### src/rtl/histogram_equalizer_master_fsm_if.sv
`default_nettype none
// ============================================================================
//  Module   : histogram_equalizer_master_fsm_if
//  Brief    : Control and status bundle between the histogram equalizer core
//             and its master sequencer.
//  Revision : 1.0 - initial release
// ============================================================================
interface histogram_equalizer_master_fsm_if;
    logic        frame_start;
    logic [15:0] histogram_input_mem_raddr0;
    logic [15:0] histogram_input_mem_raddr1;
    logic        histogram_computation_done;
    logic        cdf_computation_done;
    logic        divider_computation_done;
    logic        start_histogram;
    logic        start_cdf;
    logic        start_divider;
    logic        input_mem_read_finished;
    logic        busy;
    logic        frame_done;
    logic [2:0]  phase;
    logic        watchdog_error;

    modport master (
        input  frame_start,
        input  histogram_input_mem_raddr0,
        input  histogram_input_mem_raddr1,
        input  histogram_computation_done,
        input  cdf_computation_done,
        input  divider_computation_done,
        output start_histogram,
        output start_cdf,
        output start_divider,
        output input_mem_read_finished,
        output busy,
        output frame_done,
        output phase,
        output watchdog_error
    );

    modport slave (
        output frame_start,
        output histogram_input_mem_raddr0,
        output histogram_input_mem_raddr1,
        output histogram_computation_done,
        output cdf_computation_done,
        output divider_computation_done,
        input  start_histogram,
        input  start_cdf,
        input  start_divider,
        input  input_mem_read_finished,
        input  busy,
        input  frame_done,
        input  phase,
        input  watchdog_error
    );
endinterface
`default_nettype wire

### src/rtl/histogram_equalizer_master_fsm.sv
`default_nettype none
// ============================================================================
//  Module   : histogram_equalizer_master_fsm
//  Brief    : Sequences histogram -> CDF -> divider phases for one frame.
//             Optional phase watchdog enabled by HIST_EQ_MASTER_WATCHDOG_EN.
//  Revision : 1.0 - initial release
// ============================================================================
module histogram_equalizer_master_fsm #(
    parameter logic [15:0] LAST_INPUT_ADDR = 16'd4095,
    parameter logic [23:0] WATCHDOG_CYCLES = 24'd200000
) (
    input  wire logic                           clk_i,
    input  wire logic                           rst_i,
    histogram_equalizer_master_fsm_if.master    bus
);

    typedef enum logic [2:0] {
        S_IDLE       = 3'd0,
        S_HIST_START = 3'd1,
        S_HIST_RUN   = 3'd2,
        S_CDF_START  = 3'd3,
        S_CDF_RUN    = 3'd4,
        S_DIV_START  = 3'd5,
        S_DIV_RUN    = 3'd6,
        S_DONE       = 3'd7
    } state_e;

    state_e     state_q, state_d;
    logic       rd_fin_q, rd_fin_d;
    logic       start_hist_q, start_hist_d;
    logic       start_cdf_q, start_cdf_d;
    logic       start_div_q, start_div_d;
    logic       busy_q, busy_d;
    logic       frame_done_q, frame_done_d;
    logic [2:0] phase_q, phase_d;

    logic addr_hit;
    logic phase_done;
    logic timeout;

    assign addr_hit = (bus.histogram_input_mem_raddr0 >= LAST_INPUT_ADDR) ||
                      (bus.histogram_input_mem_raddr1 >= LAST_INPUT_ADDR);

    assign phase_done = ((state_q == S_HIST_RUN) && bus.histogram_computation_done) ||
                        ((state_q == S_CDF_RUN)  && bus.cdf_computation_done)       ||
                        ((state_q == S_DIV_RUN)  && bus.divider_computation_done);

    // Phase completion is tested before timeout so a same-cycle done wins.
    always_comb begin
        state_d  = state_q;
        rd_fin_d = rd_fin_q;
        case (state_q)
            S_IDLE: begin
                rd_fin_d = 1'b0;
                if (bus.frame_start) begin
                    state_d = S_HIST_START;
                end
            end
            S_HIST_START: state_d = S_HIST_RUN;
            S_HIST_RUN: begin
                if (bus.histogram_computation_done) begin
                    state_d  = S_CDF_START;
                    rd_fin_d = 1'b0;
                end else if (timeout) begin
                    state_d  = S_IDLE;
                    rd_fin_d = 1'b0;
                end else if (addr_hit) begin
                    rd_fin_d = 1'b1;
                end
            end
            S_CDF_START: state_d = S_CDF_RUN;
            S_CDF_RUN: begin
                if (bus.cdf_computation_done) begin
                    state_d = S_DIV_START;
                end else if (timeout) begin
                    state_d = S_IDLE;
                end
            end
            S_DIV_START: state_d = S_DIV_RUN;
            S_DIV_RUN: begin
                if (bus.divider_computation_done) begin
                    state_d = S_DONE;
                end else if (timeout) begin
                    state_d = S_IDLE;
                end
            end
            S_DONE:  state_d = S_IDLE;
            default: state_d = S_IDLE;
        endcase

        start_hist_d = (state_q == S_HIST_START);
        start_cdf_d  = (state_q == S_CDF_START);
        start_div_d  = (state_q == S_DIV_START);
        busy_d       = (state_q != S_IDLE);
        frame_done_d = (state_q == S_DONE);
        phase_d      = state_q;
    end

    always_ff @(posedge clk_i or posedge rst_i) begin
        if (rst_i) begin
            state_q      <= S_IDLE;
            rd_fin_q     <= 1'b0;
            start_hist_q <= 1'b0;
            start_cdf_q  <= 1'b0;
            start_div_q  <= 1'b0;
            busy_q       <= 1'b0;
            frame_done_q <= 1'b0;
            phase_q      <= 3'd0;
        end else begin
            state_q      <= state_d;
            rd_fin_q     <= rd_fin_d;
            start_hist_q <= start_hist_d;
            start_cdf_q  <= start_cdf_d;
            start_div_q  <= start_div_d;
            busy_q       <= busy_d;
            frame_done_q <= frame_done_d;
            phase_q      <= phase_d;
        end
    end

    assign bus.start_histogram         = start_hist_q;
    assign bus.start_cdf               = start_cdf_q;
    assign bus.start_divider           = start_div_q;
    assign bus.input_mem_read_finished = rd_fin_q;
    assign bus.busy                    = busy_q;
    assign bus.frame_done              = frame_done_q;
    assign bus.phase                   = phase_q;

`ifdef HIST_EQ_MASTER_WATCHDOG_EN
    logic [23:0] wd_cnt_q, wd_cnt_d;
    logic        wd_err_q, wd_err_d;
    logic        in_run;

    assign in_run  = (state_q == S_HIST_RUN) || (state_q == S_CDF_RUN) ||
                     (state_q == S_DIV_RUN);
    // Fires on the run cycle whose increment would bring the count to the limit.
    assign timeout = in_run && (wd_cnt_q >= (WATCHDOG_CYCLES - 24'd1));

    always_comb begin
        wd_cnt_d = wd_cnt_q;
        wd_err_d = wd_err_q;
        case (state_q)
            S_HIST_START, S_CDF_START, S_DIV_START: wd_cnt_d = 24'd0;
            S_HIST_RUN, S_CDF_RUN, S_DIV_RUN:       wd_cnt_d = wd_cnt_q + 24'd1;
            default:                                wd_cnt_d = wd_cnt_q;
        endcase
        if ((state_q == S_IDLE) && bus.frame_start) begin
            wd_err_d = 1'b0;
        end else if (timeout && !phase_done) begin
            wd_err_d = 1'b1;
        end
    end

    always_ff @(posedge clk_i or posedge rst_i) begin
        if (rst_i) begin
            wd_cnt_q <= 24'd0;
            wd_err_q <= 1'b0;
        end else begin
            wd_cnt_q <= wd_cnt_d;
            wd_err_q <= wd_err_d;
        end
    end

    assign bus.watchdog_error = wd_err_q;
`else
    logic unused_wdog;

    assign timeout            = 1'b0;
    assign unused_wdog        = (^WATCHDOG_CYCLES) ^ phase_done;
    assign bus.watchdog_error = 1'b0;
`endif

endmodule
`default_nettype wire
### src/flat_wrapper.sv
// flat-port wrapper written by rule: the top's interface ports become plain ports
module histogram_equalizer_master_fsm_flat 
#(
    parameter logic [15:0] LAST_INPUT_ADDR = 16'd4095,
    parameter logic [23:0] WATCHDOG_CYCLES = 24'd200000
)
  (clk_i, rst_i, bus_frame_start, bus_histogram_input_mem_raddr0, bus_histogram_input_mem_raddr1, bus_histogram_computation_done, bus_cdf_computation_done, bus_divider_computation_done, bus_start_histogram, bus_start_cdf, bus_start_divider, bus_input_mem_read_finished, bus_busy, bus_frame_done, bus_phase, bus_watchdog_error);
  histogram_equalizer_master_fsm_if bus_i ();
  input  wire logic clk_i;
  input  wire logic rst_i;
  input wire logic [$bits(bus_i.frame_start)-1:0] bus_frame_start;
  input wire logic [$bits(bus_i.histogram_input_mem_raddr0)-1:0] bus_histogram_input_mem_raddr0;
  input wire logic [$bits(bus_i.histogram_input_mem_raddr1)-1:0] bus_histogram_input_mem_raddr1;
  input wire logic [$bits(bus_i.histogram_computation_done)-1:0] bus_histogram_computation_done;
  input wire logic [$bits(bus_i.cdf_computation_done)-1:0] bus_cdf_computation_done;
  input wire logic [$bits(bus_i.divider_computation_done)-1:0] bus_divider_computation_done;
  output wire logic [$bits(bus_i.start_histogram)-1:0] bus_start_histogram;
  output wire logic [$bits(bus_i.start_cdf)-1:0] bus_start_cdf;
  output wire logic [$bits(bus_i.start_divider)-1:0] bus_start_divider;
  output wire logic [$bits(bus_i.input_mem_read_finished)-1:0] bus_input_mem_read_finished;
  output wire logic [$bits(bus_i.busy)-1:0] bus_busy;
  output wire logic [$bits(bus_i.frame_done)-1:0] bus_frame_done;
  output wire logic [$bits(bus_i.phase)-1:0] bus_phase;
  output wire logic [$bits(bus_i.watchdog_error)-1:0] bus_watchdog_error;
  assign bus_i.frame_start = bus_frame_start;
  assign bus_i.histogram_input_mem_raddr0 = bus_histogram_input_mem_raddr0;
  assign bus_i.histogram_input_mem_raddr1 = bus_histogram_input_mem_raddr1;
  assign bus_i.histogram_computation_done = bus_histogram_computation_done;
  assign bus_i.cdf_computation_done = bus_cdf_computation_done;
  assign bus_i.divider_computation_done = bus_divider_computation_done;
  assign bus_start_histogram = bus_i.start_histogram;
  assign bus_start_cdf = bus_i.start_cdf;
  assign bus_start_divider = bus_i.start_divider;
  assign bus_input_mem_read_finished = bus_i.input_mem_read_finished;
  assign bus_busy = bus_i.busy;
  assign bus_frame_done = bus_i.frame_done;
  assign bus_phase = bus_i.phase;
  assign bus_watchdog_error = bus_i.watchdog_error;
  histogram_equalizer_master_fsm #(.LAST_INPUT_ADDR(LAST_INPUT_ADDR), .WATCHDOG_CYCLES(WATCHDOG_CYCLES)) u_core (.clk_i(clk_i), .rst_i(rst_i), .bus(bus_i));
endmodule
### config.mk
export PLATFORM = sky130hd
export DESIGN_NAME = histogram_equalizer_master_fsm_flat
export DESIGN_NICKNAME = d
export VERILOG_FILES = /design/src/rtl/histogram_equalizer_master_fsm_if.sv /design/src/rtl/histogram_equalizer_master_fsm.sv /design/src/flat_wrapper.sv
export SDC_FILE = /design/constraint.sdc
export NUM_CORES = 1
export LEC_CHECK = 0
export CELL_PAD_IN_SITES_DETAIL_PLACEMENT = 1
export CELL_PAD_IN_SITES_GLOBAL_PLACEMENT = 2
export CORE_AREA = 2 2 62 64
export DETAILED_ROUTE_END_ITERATION = 10
export DIE_AREA = 0 0 64 66
export PLACE_DENSITY = 0.82
export SLEW_MARGIN = 20
export SYNTH_ARGS = -nofsm -noshare
export SYNTH_HDL_FRONTEND = slang
export SYNTH_SLANG_ARGS = --single-unit
### constraint.sdc
create_clock -name clk_i -period 1.5 [get_ports clk_i]
set_input_delay 0.225 -clock clk_i [delete_from_list [all_inputs] [get_ports clk_i]]
set_output_delay 0.225 -clock clk_i [all_outputs]
set_load 0.01 [all_outputs]
# Yosys cells after proc, flatten, opt, wreduce, memory -nomap -nowiden
# Cells that the tools add are included.
# totals
reg_bits	12
# op_classes
n_mux	8
n_eq_ne	12
n_reduce_logical	6
n_lt_le_gt_ge	2
# ops
operator	count
greater-or-equal comparator 16 x 12 -> 1 bit (second input constant)	2
case mux 3 bit (8 select lines)	1
equality test 3 bit (second input constant)	4
two-way mux 3 bit	4
!= test 2 bit (second input constant)	4
equality test 3 x 2 -> 1 bit (second input constant)	2
AND reduction 4 bit	1
equality test 3 x 1 -> 1 bit (second input constant)	1
zero test 3 bit	1
!= test 3 x 2 -> 1 bit (second input constant)	1
nonzero test 3 bit	1
two-way mux 1 bit	2
case mux 1 bit (2 select lines)	1
AND reduction 2 bit	1
nonzero test 2 bit	1
logical OR 1 bit	1

# Depth between registers and ports, before layout
# Gate-level depths: netlist of run 1.
# depth
depth_word	5
mapped_depth	4

# Least setup slack after synthesis of run 1
# Ideal clock, no wire load.
# synth_timing
path_kind	reg-to-reg
from	register u_core.state_q[1], in the netlist u_core.phase_d[1]
to	register u_core.state_q[0], in the netlist u_core.phase_d[0]
slack_ns	0.329
path_buffers	1
t_required_ns	1.381
t_arrival_ns	1.051
synth_period_minus_slack_ns	1.171
stages_incl_launch_ff	4
path_cell_list	dfrtp_1 buf_6 mux4_2 nor2b_4
# synth_between
elab_chain_cells	3
# synth_lines
element	line_no	text
start, declared	histogram_equalizer_master_fsm.sv:28	state_e state_q, state_d;
start signal, assigned	histogram_equalizer_master_fsm.sv:110	state_q <= state_d;
equality test 3 bit (tied with other cells)	-	
!= test 2 bit (no source line)	-	
AND reduction 4 bit (no source line)	-	
# Parallel ways exist; a longest one is shown, timed or not.
# A chain may end at the register's enable or synchronous reset.

# Worst setup path after layout of run 1
# layout_timing
from	register u_core.rd_fin_q, in the netlist u_core.bus.input_mem_read_finished
to	output bus_input_mem_read_finished
# layout_rtl
element	line_no	text
start, declared	histogram_equalizer_master_fsm.sv:29	logic rd_fin_q, rd_fin_d;
start signal, assigned	histogram_equalizer_master_fsm.sv:111	rd_fin_q <= rd_fin_d;
end, declared	flat_wrapper.sv:20	output wire logic [$bits(bus_i.input_mem_read_finished)-1:0] bus_input_mem_read_finished;
# No word-level cell between the ends.

==> results.ini, run 1 <==
[detailed_routing]
dr.pass1.iters=2
viasPerCell=3.81
ant_nets=0
wl_per_cell_um=10.9
wirelength_mm=1.52
vias=530
first_iter_violations=8
route.detailed.drc=0

[min_path]
hold_class=in2async

[clock_network]
cts_tree=built
cts_resized=0
post_cts_buffers=0
clockRootBuffer=clkbuf_4
clkTransAtPathRegs_ns=0.07
hold_buffers=0
worstSkewPairLatency_ns=0.27
cts_buffers=3
cts_buffer_depth=2
h-tree-depth=1
numClockSinks=12

[synth]
ys_seq_area_share_pct=57.7
yosysWarnings=0
synth_cell_types=23
post_synth.cell_area_avg_um2=11.8
synth_area_um2=520
synth_nets=82
syn_inst=44
ys_seq_elements=12

[grt]
grt-ovfl-total=0
grt_max_degree=13
antenna_found_initial=0
grt_pass1_vias=572
grt_usage_pct=7.64
grt_pass1_wl_mm=2.35

[critical_path]
crit_type=reg2out
cpPeakStageDelay_ns=0.55
startpoint=u_core.bus.input_mem_read_finished$_DFFE_PP0P_
cp_max_fo=3
required_ns=1.27
r2r_start=u_core.phase_d[0]$_DFFE_PP0P_
reg2reg_depth=2
crit_path_end_kind=primary output
critical_path_buf_inv_count=1
slowest_stage=clkdlybuf4s50_1
cp-start-kind=flip-flop
worstPathArrival_ns=1.20
path_cells=clkdlybuf4s50_1
path_depth=1
cp_top_family=buffers and inverters

[run]
cap_violations=0

[placement]
placement.io_buffers=46
placed_cell_area_mm2=0.00102
place_congestion=0.621
dp.cells=135
dp_hpwl_mm=1.34

[final_layout]
ff_latch_area_um2=300
fin_cells=139
diodes=0
multiInputGateArea_um2=184
layout-drive-gt1-share_pct=9.89
syn_to_final_growth_pct=103
fin_nets=130
num-fill-cells=391
final_cell_area_mm2=0.00106

[timing]
slew_viol_final=0
fin_worst_skew_ns=0.00140
fin_crit_ns=1.42
setup_tns_ns=0
timing.final.hold_violations=0
rsz0062_at_grt=false
period_share_pct=94.7
setup_viol_count_final=0
fmax_mhz=704

[power_and_ir_drop]
power.density_mw_per_mm2=1320
power_mw=1.39
power.ir.vdd_worst_mv=0.283
power.leakage_nw=0.418

[floorplan]
ios=48
initial_utilization_pct=14.7
dieArea_mm2=0.00422
core_area_mm2=0.00355
rows=22
fp.dieW_um=64
die_h_um=66

[run_status]
status=complete, no violations

[state kept, by name, indices dropped and copies added (netlist names)]
register                            count
u_core.bus.busy                         1
u_core.bus.input_mem_read_finished      1
u_core.phase_d                          3
u_core.bus.frame_done                   1
u_core.bus.start_histogram              1
u_core.bus.start_cdf                    1
u_core.bus.phase                        3
u_core.bus.start_divider                1
[cell usage in the layout, fill, tap and decap left out, drive strengths merged, types with 2 or more instances in the layout]
master         netlist  routed
and3                 2       2
clkbuf               0       4
clkdlybuf4s50        0      46
dfrtp               12      12
inv                  2       2
nand4                6       6
nor2                 2       2
nor3                 3       3
[power by group]
group / internal (mW) / leakage (nW) / switching (mW)
Clock: 0.148 / 0.0210 / 0.106
Combinational: 0.374 / 0.248 / 0.188
Sequential: 0.457 / 0.149 / 0.122
[metal layers]
metal	up-vias	wire, µm	global-route usage [%]	share of wire (%)
li1	249	-	-	-
met1	243	486	6.09	32
met2	34	846	15.1	56
met3	4	149	2.04	9.8
met4	0	37	6.52	2.4
met5	-	0	0	0
[final timing paths]
kind	end	slack (ns)
worst min register to register	u_core.bus.phase[2]$_DFF_PP0_	0.58
min in group clk_i	u_core.bus.phase[2]$_DFF_PP0_	0.58
worst min-delay path	u_core.bus.phase[1]$_DFF_PP0_	0.25
worst max-delay path	bus_input_mem_read_finished	0.08
worst max register to register	u_core.bus.input_mem_read_finished$_DFFE_PP0P_	0.28
max in group asynchronous	u_core.bus.start_histogram$_DFF_PP0_	0.95
[per-stage QoR]
stage / util, % / setup WS [ns] / hold slack (ns)
5_1_grt: 29.7 / 0.0149 / 0.294
2_1_floorplan: - / 0.329 / 0.0897
4_1_cts: 29.7 / 0.0593 / 0.258
6_report: 29.7 / 0.0790 / 0.250
3_5_place_dp: 28.7 / 0.0582 / 0.557
3_3_place_gp: 28.7 / 0.101 / 0.553
[cells in the mapped netlist]
cell / n / area [µm²]
dfrtp_1: 12 / 300
nand4_1: 6 / 37.5
nor3_1: 3 / 15.0
buf_2: 2 / 10.0
inv_1: 2 / 7.51
nor2_1: 2 / 7.51
and3_1: 1 / 6.26
and3_2: 1 / 7.51
buf_4: 1 / 7.51
buf_6: 1 / 11.3
conb_1: 1 / 3.75
mux4_2: 1 / 22.5
nand2_1: 1 / 3.75
nand3_1: 1 / 5.00
nor2b_4: 1 / 13.8
nor3b_1: 1 / 7.51
nor4_1: 1 / 6.26
o21ai_0: 1 / 5.00
o31a_1: 1 / 8.76
o41ai_1: 1 / 8.76
or3_2: 1 / 7.51
xnor2_1: 1 / 8.76
xor2_1: 1 / 8.76
[final cells by class]
type	instances	share of cell area, %
well taps	48	5.69
repair buffers	47	44.3
inverters	2	0.711
clock buffers	4	3.44
multi-input cells	26	17.4
flip-flops and latches	12	28.4
[cell families after synthesis]
kind of cell / share of synthesized area, %
multiplexers: 4.33
other: 0.720
AND/OR/NAND/NOR: 22.6
flip-flops: 57.7
XOR/XNOR: 3.37
AO/OA/AOI/OAI: 4.33
buffers and inverters: 6.97
(Power assumes the default switching activity.)
==> run 2: changes to the inputs <==
--- a/config.mk
+++ b/config.mk
@@ -7,11 +7,10 @@
 export LEC_CHECK = 0
 export CELL_PAD_IN_SITES_DETAIL_PLACEMENT = 1
 export CELL_PAD_IN_SITES_GLOBAL_PLACEMENT = 2
-export CORE_AREA = 2 2 62 64
+export CORE_AREA = 2 2 52 78
 export DETAILED_ROUTE_END_ITERATION = 10
-export DIE_AREA = 0 0 64 66
-export PLACE_DENSITY = 0.82
-export SLEW_MARGIN = 20
+export DIE_AREA = 0 0 54 80
+export PLACE_DENSITY = 0.8
 export SYNTH_ARGS = -nofsm -noshare
 export SYNTH_HDL_FRONTEND = slang
 export SYNTH_SLANG_ARGS = --single-unit
==> run 2 against run 1 <==
  * Fmax rose by 3.3%
  * First-iteration DRC count shrank 88%
  * Sequential share of layout area increased by 0.24 points
  * Routed wire length is 6.1% lower
  * Via count increased by 0.19%
  * Register-to-register slack got worse by 0.06 ns
  * Critical path type unchanged
  * Critical endpoint unchanged
  * Largest cell class unchanged
==> results.ini, run 2 (same netlist as run 1, synthesis figures left out) <==
[critical_path]
crit_path_end_kind=primary output
cp-start-kind=flip-flop
cp_max_fo=3
cp_top_family=buffers and inverters
required_ns=1.27
path_cells=clkdlybuf4s50_1
critical_path_buf_inv_count=1
slowest_stage=clkdlybuf4s50_1
cpPeakStageDelay_ns=0.55
crit_type=reg2out
worstPathArrival_ns=1.15

[timing]
setup_viol_count_final=0
fmax_mhz=727
rsz0062_at_grt=false
slew_viol_final=0
period_share_pct=91.7
fin_worst_skew_ns=0.00268
setup_tns_ns=0
fin_crit_ns=1.37
timing.final.hold_violations=0

[power_and_ir_drop]
clkPwrFrac_pct=20.6
switching_power_uw=400
power.density_mw_per_mm2=1330
intPower_uw=991
combPwrFrac_pct=36.8
power.ir.vdd_worst_mv=0.565
power.leakage_nw=0.413
swShare_pct=28.8
pwr-share-seq_pct=42.6

[detailed_routing]
dr.pass1.iters=3
wirelength_mm=1.43
ant_nets=0
route.detailed.drc=0
first_iter_violations=1
wl_per_cell_um=10.8
viasPerCell=4.02
vias=531

[floorplan]
fp.dieW_um=54
die_h_um=80
dieArea_mm2=0.00432
core_area_mm2=0.00365
initial_utilization_pct=14.3
ios=48
rows=27

[final_layout]
layout-drive-gt1-share_pct=7.87
fin_nets=129
diodes=0
syn_to_final_growth_pct=101
fin_cells=132
final_common_cell=clkdlybuf4s50_1
layout_common_cells=clkdlybuf4s50_1, dfrtp_1, nand4_1, nor3_1, clkbuf_8

[clock_network]
clkTransAtPathRegs_ns=0.05
cts_resized=0
cts_tree=built
hold_buffers=0
numClockSinks=12
cts_buffers=3
clockRootBuffer=clkbuf_8
post_cts_buffers=0
h-tree-depth=1
cts_buffer_depth=2
worstSkewPairLatency_ns=0.24

[grt]
grt_pass1_vias=586
grt-ovfl-total=0
antenna_found_initial=0
grt_pass1_wl_mm=2.31
grt_usage_pct=7.62
grt_max_degree=13

[placement]
placement.io_buffers=46
dp_hpwl_mm=1.29
place_congestion=0.671
dp.cells=129

[min_path]
hold_class=in2async

[run_status]
status=complete, no violations

[run]
cap_violations=0

==> run 2: metrics by stage <==
step | worst slack [ns] | area, µm² | hold slack (ns) | total power [mW] | utilization (%)
finish | 0.125 | 1050 | 0.286 | 1.39 | 28.7
global route | 0.0908 | 1050 | 0.348 | 1.50 | 28.7
CTS | 0.106 | 1050 | 0.303 | 1.42 | 28.7
detailed placement | 0.0926 | 1010 | 0.558 | 1.13 | 27.6
global placement | 0.0884 | 1010 | 0.544 | 1.10 | 27.6
floorplan | 0.329 | 520 | 0.0897 | 0.841 | -
==> run 2: final timing paths <==
| path | start | end | slack (ns) | depth (start not counted) |
|---|---|---|---|---|
| max | u_core.bus.input_mem_read_finished$_DFFE_PP0P_ | bus_input_mem_read_finished | 0.13 | 1 |
| max reg2reg | u_core.phase_d[1]$_DFFE_PP0P_ | u_core.phase_d[0]$_DFFE_PP0P_ | 0.22 | 2 |
| min | rst_i | u_core.phase_d[0]$_DFFE_PP0P_ | 0.29 | 2 |
| max in group asynchronous | rst_i | u_core.phase_d[2]$_DFFE_PP0P_ | 0.91 | 2 |
| min in group clk_i | u_core.phase_d[1]$_DFFE_PP0P_ | u_core.bus.phase[1]$_DFF_PP0_ | 0.56 | 0 |
| min reg2reg | u_core.phase_d[1]$_DFFE_PP0P_ | u_core.bus.phase[1]$_DFF_PP0_ | 0.56 | 0 |
==> run 2: power by group through the flow <==
stage | clock network, mW | registers, mW | logic [mW]
5_1_grt | 0.313 | 0.624 | 0.564
3_5_place_dp | 0 | 0.609 | 0.520
3_3_place_gp | 0 | 0.590 | 0.505
4_1_cts | 0.302 | 0.602 | 0.522
2_1_floorplan | 0 | 0.557 | 0.284
6_report | 0.287 | 0.592 | 0.513
==> run 2: area by class of cell <==
type	instances	area (µm²)
timing repair buffer	46	460
inverter	2	7.51
tap	43	53.8
fill	427	2600
clock buffer	3	41.3
multi-input combinational	26	184
sequential	12	300
==> run 2: per-layer routing <==
layer,GRT usage [%],wire (µm),vias to the layer above
li1,-,-,247
met4,5.25,47,0
met1,5.87,403,239
met2,14.6,807,40
met5,0,0,-
met3,2.43,169,5
==> run 3: changes to the inputs <==
--- a/config.mk
+++ b/config.mk
@@ -8,6 +8,7 @@
 export CELL_PAD_IN_SITES_DETAIL_PLACEMENT = 1
 export CELL_PAD_IN_SITES_GLOBAL_PLACEMENT = 2
 export CORE_AREA = 2 2 52 78
+export CTS_CLUSTER_SIZE = 28
 export DETAILED_ROUTE_END_ITERATION = 10
 export DIE_AREA = 0 0 54 80
 export PLACE_DENSITY = 0.8
==> results of run 3 <==
No change in the layout: final DEF, timing and power equal those of run 2.
